[config.mk]
export PLATFORM = sky130hd
export DESIGN_NAME = branch_predict_ctrl
export DESIGN_NICKNAME = d
export VERILOG_FILES = /design/src/rtl/branch_predict_ctrl.sv
export SDC_FILE = /design/constraint.sdc
export NUM_CORES = 1
export LEC_CHECK = 0
export ABC_AREA = 1
export CAP_MARGIN = 30
export CELL_PAD_IN_SITES_DETAIL_PLACEMENT = 1
export CELL_PAD_IN_SITES_GLOBAL_PLACEMENT = 1
export CORE_MARGIN = 4
export CORE_UTILIZATION = 31
export DETAILED_ROUTE_END_ITERATION = 16
export PLACE_DENSITY_LB_ADDON = 0.1
export RECOVER_POWER = 50
export SLEW_MARGIN = 25
export SYNTH_ARGS = -nofsm -noshare
export SYNTH_HDL_FRONTEND = slang
export SYNTH_SLANG_ARGS = --single-unit
[constraint.sdc]
create_clock -name clk -period 4.25 [get_ports clk]
set_clock_uncertainty 0.2 [all_clocks]
set_input_delay 0.85 -clock clk [delete_from_list [all_inputs] [get_ports clk]]
set_output_delay 0.85 -clock clk [all_outputs]
set_load 0.005 [all_outputs]
[src/rtl/branch_predict_ctrl.sv]
// Branch predictor and EX-stage redirect controller (2-bit BHT).
// Optional BP_STATS_EN builds the branch/mispredict statistics counters.
module branch_predict_ctrl #(
   parameter int IDX_W = 4
) (
   input  logic        clk,
   input  logic        reset,
   input  logic [31:0] IF_PC,
   input  logic [5:0]  IF_OpCode,
   input  logic [15:0] IF_Imm,
   output logic        Predict_taken,
   output logic [31:0] Predict_target,
   input  logic        EX_Valid,
   input  logic [5:0]  ID_EX_OpCode,
   input  logic [31:0] ID_EX_PC,
   input  logic        ID_EX_Pred_taken,
   input  logic [31:0] ID_EX_Target,
   input  logic        Branch_hazard,
   output logic        Mispredict,
   output logic [31:0] Redirect_PC,
   output logic        Flush_IF_ID,
   output logic        Flush_ID_EX,
   output logic [31:0] Branch_count,
   output logic [31:0] Mispredict_count
);

   localparam int ENTRIES = 2 ** IDX_W;

   logic [1:0]       bht [ENTRIES];
   logic [IDX_W-1:0] if_idx;
   logic [IDX_W-1:0] ex_idx;
   logic [31:0]      imm_off;
   logic             resolve;

   function automatic logic is_branch(input logic [5:0] op);
      unique case (op)
         6'h01, 6'h04, 6'h05, 6'h06, 6'h07: return 1'b1;
         default: return 1'b0;
      endcase
   endfunction

   assign if_idx  = IF_PC[IDX_W+1:2];
   assign ex_idx  = ID_EX_PC[IDX_W+1:2];
   assign imm_off = {{14{IF_Imm[15]}}, IF_Imm, 2'b00};

   // IF reads the registered table; a same-cycle EX update is not bypassed.
   assign Predict_taken  = is_branch(IF_OpCode) & bht[if_idx][1];
   assign Predict_target = IF_PC + 32'd4 + imm_off;

   assign resolve    = EX_Valid & is_branch(ID_EX_OpCode);
   assign Mispredict = resolve & (Branch_hazard != ID_EX_Pred_taken);

   always_comb begin
      Redirect_PC = 32'd0;
      if (Mispredict) begin
         if (Branch_hazard) Redirect_PC = ID_EX_Target;
         else               Redirect_PC = ID_EX_PC + 32'd4;
      end
   end

   assign Flush_IF_ID = Mispredict;
   assign Flush_ID_EX = Mispredict;

   always_ff @(posedge clk or negedge reset) begin
      if (!reset) begin
         for (int i = 0; i < ENTRIES; i++) bht[i] <= 2'd1;
      end else if (resolve) begin
         if (Branch_hazard) begin
            if (bht[ex_idx] != 2'd3) bht[ex_idx] <= bht[ex_idx] + 2'd1;
         end else begin
            if (bht[ex_idx] != 2'd0) bht[ex_idx] <= bht[ex_idx] - 2'd1;
         end
      end
   end

`ifdef BP_STATS_EN
   logic [31:0] br_cnt;
   logic [31:0] mp_cnt;

   always_ff @(posedge clk or negedge reset) begin
      if (!reset) begin
         br_cnt <= 32'd0;
         mp_cnt <= 32'd0;
      end else begin
         if (resolve)    br_cnt <= br_cnt + 32'd1;
         if (Mispredict) mp_cnt <= mp_cnt + 32'd1;
      end
   end

   assign Branch_count     = br_cnt;
   assign Mispredict_count = mp_cnt;
`else
   assign Branch_count     = 32'd0;
   assign Mispredict_count = 32'd0;
`endif

endmodule

Word-level counts from Yosys, hierarchy flattened
Index checks and enable logic that the tools add are counted.
- register bits after elaboration: 32
- equality and inequality tests: 13
- multiplexer cells: 17
- $lt $le $gt $ge: 3
- bitwise gates (word level): 5
- add/sub/neg operators: 5
- reduce and logical (&&, ||, !) cells: 6
- operator list (cell ; count):
    two-way mux 32 bit ; 5
    adder 32 x 3 -> 32 bit (second input constant) ; 2
    bitwise mux 32 bit ; 2
    == test 6 x 3 -> 1 bit (second input constant) ; 8
    adder 32 bit ; 1
    binary-select mux 2 bit (select 4 bit) ; 2
    == test 6 x 1 -> 1 bit (second input constant) ; 2
    >= comparator 5 bit (second input constant) ; 2
    two-way mux 2 bit ; 5
    NOT 4 -> 5 bit ; 2
    OR reduction 5 bit ; 2
    demux 2 bit (select 4 bit) ; 1
    less-than comparator 5 x 1 -> 1 bit (second input constant) ; 1
    nonzero test 2 bit ; 2
    AND 1 bit ; 3
    AND reduction 3 bit ; 1
    adder 2 x 1 -> 2 bit (second input constant) ; 1
    two-way mux 1 bit ; 2
    != test 2 x 1 -> 1 bit (second input constant) ; 1
    != test 2 bit (second input constant) ; 1
    subtractor 2 x 1 -> 2 bit (second input constant) ; 1
    logical AND 1 bit ; 1
    != test 1 bit ; 1

Depth between registers and ports, before layout
- word-level depth: 8
- gate-level depth with buffers: 17
- mapped depth without buffers: 15

Worst setup path before layout
Ideal clock, no wire load.
- path kind: input-to-output
- start point: input IF_PC[2]
- end point: output Predict_target[31]
- data arrival time: 2.438 ns
- cell stages on the path: 13
- path slack: 0.762 ns
- data required time: 3.200 ns
- cell sequence: inv_1 -> ha_1 -> inv_1 -> ha_1 -> fa_1 -> nand3_1 -> nand3_1 -> nand3_1 -> nand3_1 -> nand2_1 -> nand2_1 -> nand2_1 -> nand2_1
- cells in the longest elaborated chain, start to end: 2
- ends and longest elaborated chain (element ; RTL line ; RTL):
    from (decl) ; 8 ; input logic [31:0] IF_PC,
    adder 32 x 3 -> 32 bit ; 48 ; assign Predict_target = IF_PC + 32'd4 + imm_off;
    adder 32 bit ; 48 ;
    to (decl) ; 12 ; output logic [31:0] Predict_target,
No other way between the ends.

Final worst setup path
- start point: input IF_Imm[1]
- end point: output Predict_target[29]
- cells in the longest elaborated chain, start to end: 1
- ends and longest elaborated chain (element ; RTL line ; RTL):
    from (decl) ; 10 ; input logic [15:0] IF_Imm,
    adder 32 bit ; 48 ;
No other way between the ends.

==> metrics.txt <==
unrepaired setup endpoints after global routing false; Setup TNS 0 ns; Peak VDD IR 0.000201 V; I/O Pins approximately 260; GRT Util Overall between 20% and 30%; post-synthesis sequential area ratio approximately an eighth; row count 52; Sink Count 32; CTS tree done; CP top delay family buffers and inverters; Final Cycle Share between 90% and 100%; status complete, but fails checks; Startpoint Class input pin; Pre-antenna DRT Iters 4; Syn Inst Count 1,094; Synth Area per Inst 5.79 µm²; GRT overflow 0; final hold vios 0; vias in the first global route 7,650; placed insts around 1,600; Longest Clk Path Bufs 2; largest family of logic cells by synthesized area simple AND/OR/NAND/NOR gates; Final WS setup 0.0995 ns; Worst EP arrival around 3.1 ns; utilization after layout 48.3%; Compound-Gate Fraction of Synth Area 9.88%; failing checks max-capacitance violations, max-slew violations; post-layout min period 4.15 ns; Vias ~7,400; Power Dens Cells between 150 and 200 nW/µm²; Final #Nets ~1,500; Max Clk Rate roughly 240 MHz; Diodes inserted 0; Yosys top cell by area nand2_1; clock root cell clkbuf_16; crit path cell chain clkdlybuf4s50_1 -> ha_1 -> ha_2 -> fa_2 -> buf_6 -> nand3_1 -> nand3_2 -> buf_6 -> nand2_2 -> nand2_1 -> nand2_1 -> nand2_1 -> dlygate4sd2_1; final wirelength 24,700 µm; HP Class reg2reg; DP Area ~8800 µm²; H-tree levels 2; max-cap violation count 1; Slew Viols, Final 33; GPL Wtd Cong 0.857; Die Area about 23,000 µm²; Core Footprint 20,200 µm²; mux cell area share after synthesis 0%; cts hold-fix bufs 0; via/cell ratio around 4.6; Setup WS pre-CTS -0.411 ns; Initial Util a little under a third; highest-count cells in the layout ignoring fill and taps nand2_1 (348), clkdlybuf4s50_1 (153), inv_1 (151), nor2_1 (97), buf_4 (74); antenna violations before repair 0; post-synthesis simple-gate area fraction 41.1%; top cells by area, synth nand2_1 (23%), ha_1 (12%), inv_1 (9.0%); Reg clk slew, reported paths around 0.050 ns; # DRC 0; Die X roughly 150 µm; slew of the pin with the lowest slew margin 1.76 ns; Synth-to-Final Area Change 53.9%; Synth cell types 40; Final Instance Area around 9700 µm²; Adder-Cell Fraction of Synth Area 12.8%; pin count of the biggest net entering global routing 33; non-filler instance count after layout 1,622; Buffers on Ports ~190; Crit. End Element primary output; Relative slew margins -17.4%; Worst path slowest cell clkdlybuf4s50_1; WP buf/inv 4; Setup CP Type in2out; first-pass GRT wire length 38,600 µm; CP Max Fanout 2; share of cells above drive strength 1 a little under a fifth; routed length per instance between 15 and 20 µm; antenna-violating nets left 0; Clk Latency, worst-skew pair roughly 0.27 ns; Synth Register Bits 32; height of the die 151 µm; Yosys top cell area share between 20% and 30%; final setup vio count 0; Worst path max stage delay ~0.40 ns; total power about 1.9 mW; yosys warns 0; synthesized area about 6300 µm²; Post-Synth XOR/XNOR Area 4.01%; most common cell after layout, fill and taps aside nand2_1; Detailed Place HPWL roughly 20,000 µm; Fin Hold WS 0.283 ns; CP most frequent cell nand2_1; Pleak between 4 and 5 nW; worst path required time 3.20 ns; CTS Buf Count 5; initial drt markers 195
==> Yosys cell counts (all sizes together) <==
library cell	count
nand2	388
inv	159
nor2	129
buf	79
nand3	71
o21ai	66
ha	63
a21oi	39
xor2	24
dfrtp	16
dfstp	16
nand4	10
nand3b	9
clkbuf	6
xnor2	5
nor3	3
o211ai	3
o21bai	2
a21o	1
a311oi	1
conb	1
fa	1
nor4	1
or2	1
==> cells by family after synthesis <==
group / Yosys count
DFF: 32
other: 1
adders and majority gates: 64
AOI/OAI and AO/OA: 112
buffers and inverters: 244
xor gates and xnor gates: 29
and+or+nand+nor: 612
==> worst paths after layout <==
path	slack (ns)	to	start	cells past startpoint
setup / recovery	0.1	Predict_target[29]	IF_Imm[1]	13
setup reg to reg	1.54	bht[21]	register	14
hold / removal	0.28	register	register	2
max in group asynchronous	1.99	bht[3]	reset	1
hold reg to reg	0.28	register	register	2
min in group asynchronous	0.85	bht[23]	reset	1
==> repair_timing <==
action | 4_1_cts | 5_1_grt
pin swaps | 22 | 11
setup buffers | 3 | 2
endpoints found under the setup margin | 25 | 12
cloned | 1 | 0
gates resized for setup | 124 | 36
==> worst min-delay path: cells and delay by family (launching register included) <==
family,cells,cell delay (ns)
AOI/OAI and AO/OA,1,0.05
DFF,1,0.36
and+or+nand+nor,1,0.07
==> area by class of cell <==
type,count,area (µm²)
Inverter,159,597
Multi-Input combinational cell,881,5300
Sequential cell,32,821
Clock buffer,7,143
Timing Repair Buffer,272,2540
Fill cell,2705,10400
Tap cell,270,338
Clock inverter,1,7.51
==> power by group <==
part           total (mW)  internal, mW  leakage (nW)  switching [mW]
Sequential          0.346         0.332         0.386          0.0136
Clock               0.360         0.233        0.0701           0.127
Combinational        1.16         0.571          4.41           0.594
Total                1.87          1.14          4.86           0.734
==> per-layer routing <==
metal  GRT usage, %  part of all wire [%]
met5              0                     0
met4           2.45                   1.0
met3           2.69                   4.4
met2           38.4                    53
met1           25.9                    42
No activity file was read; power rests on OpenSTA's default activity.
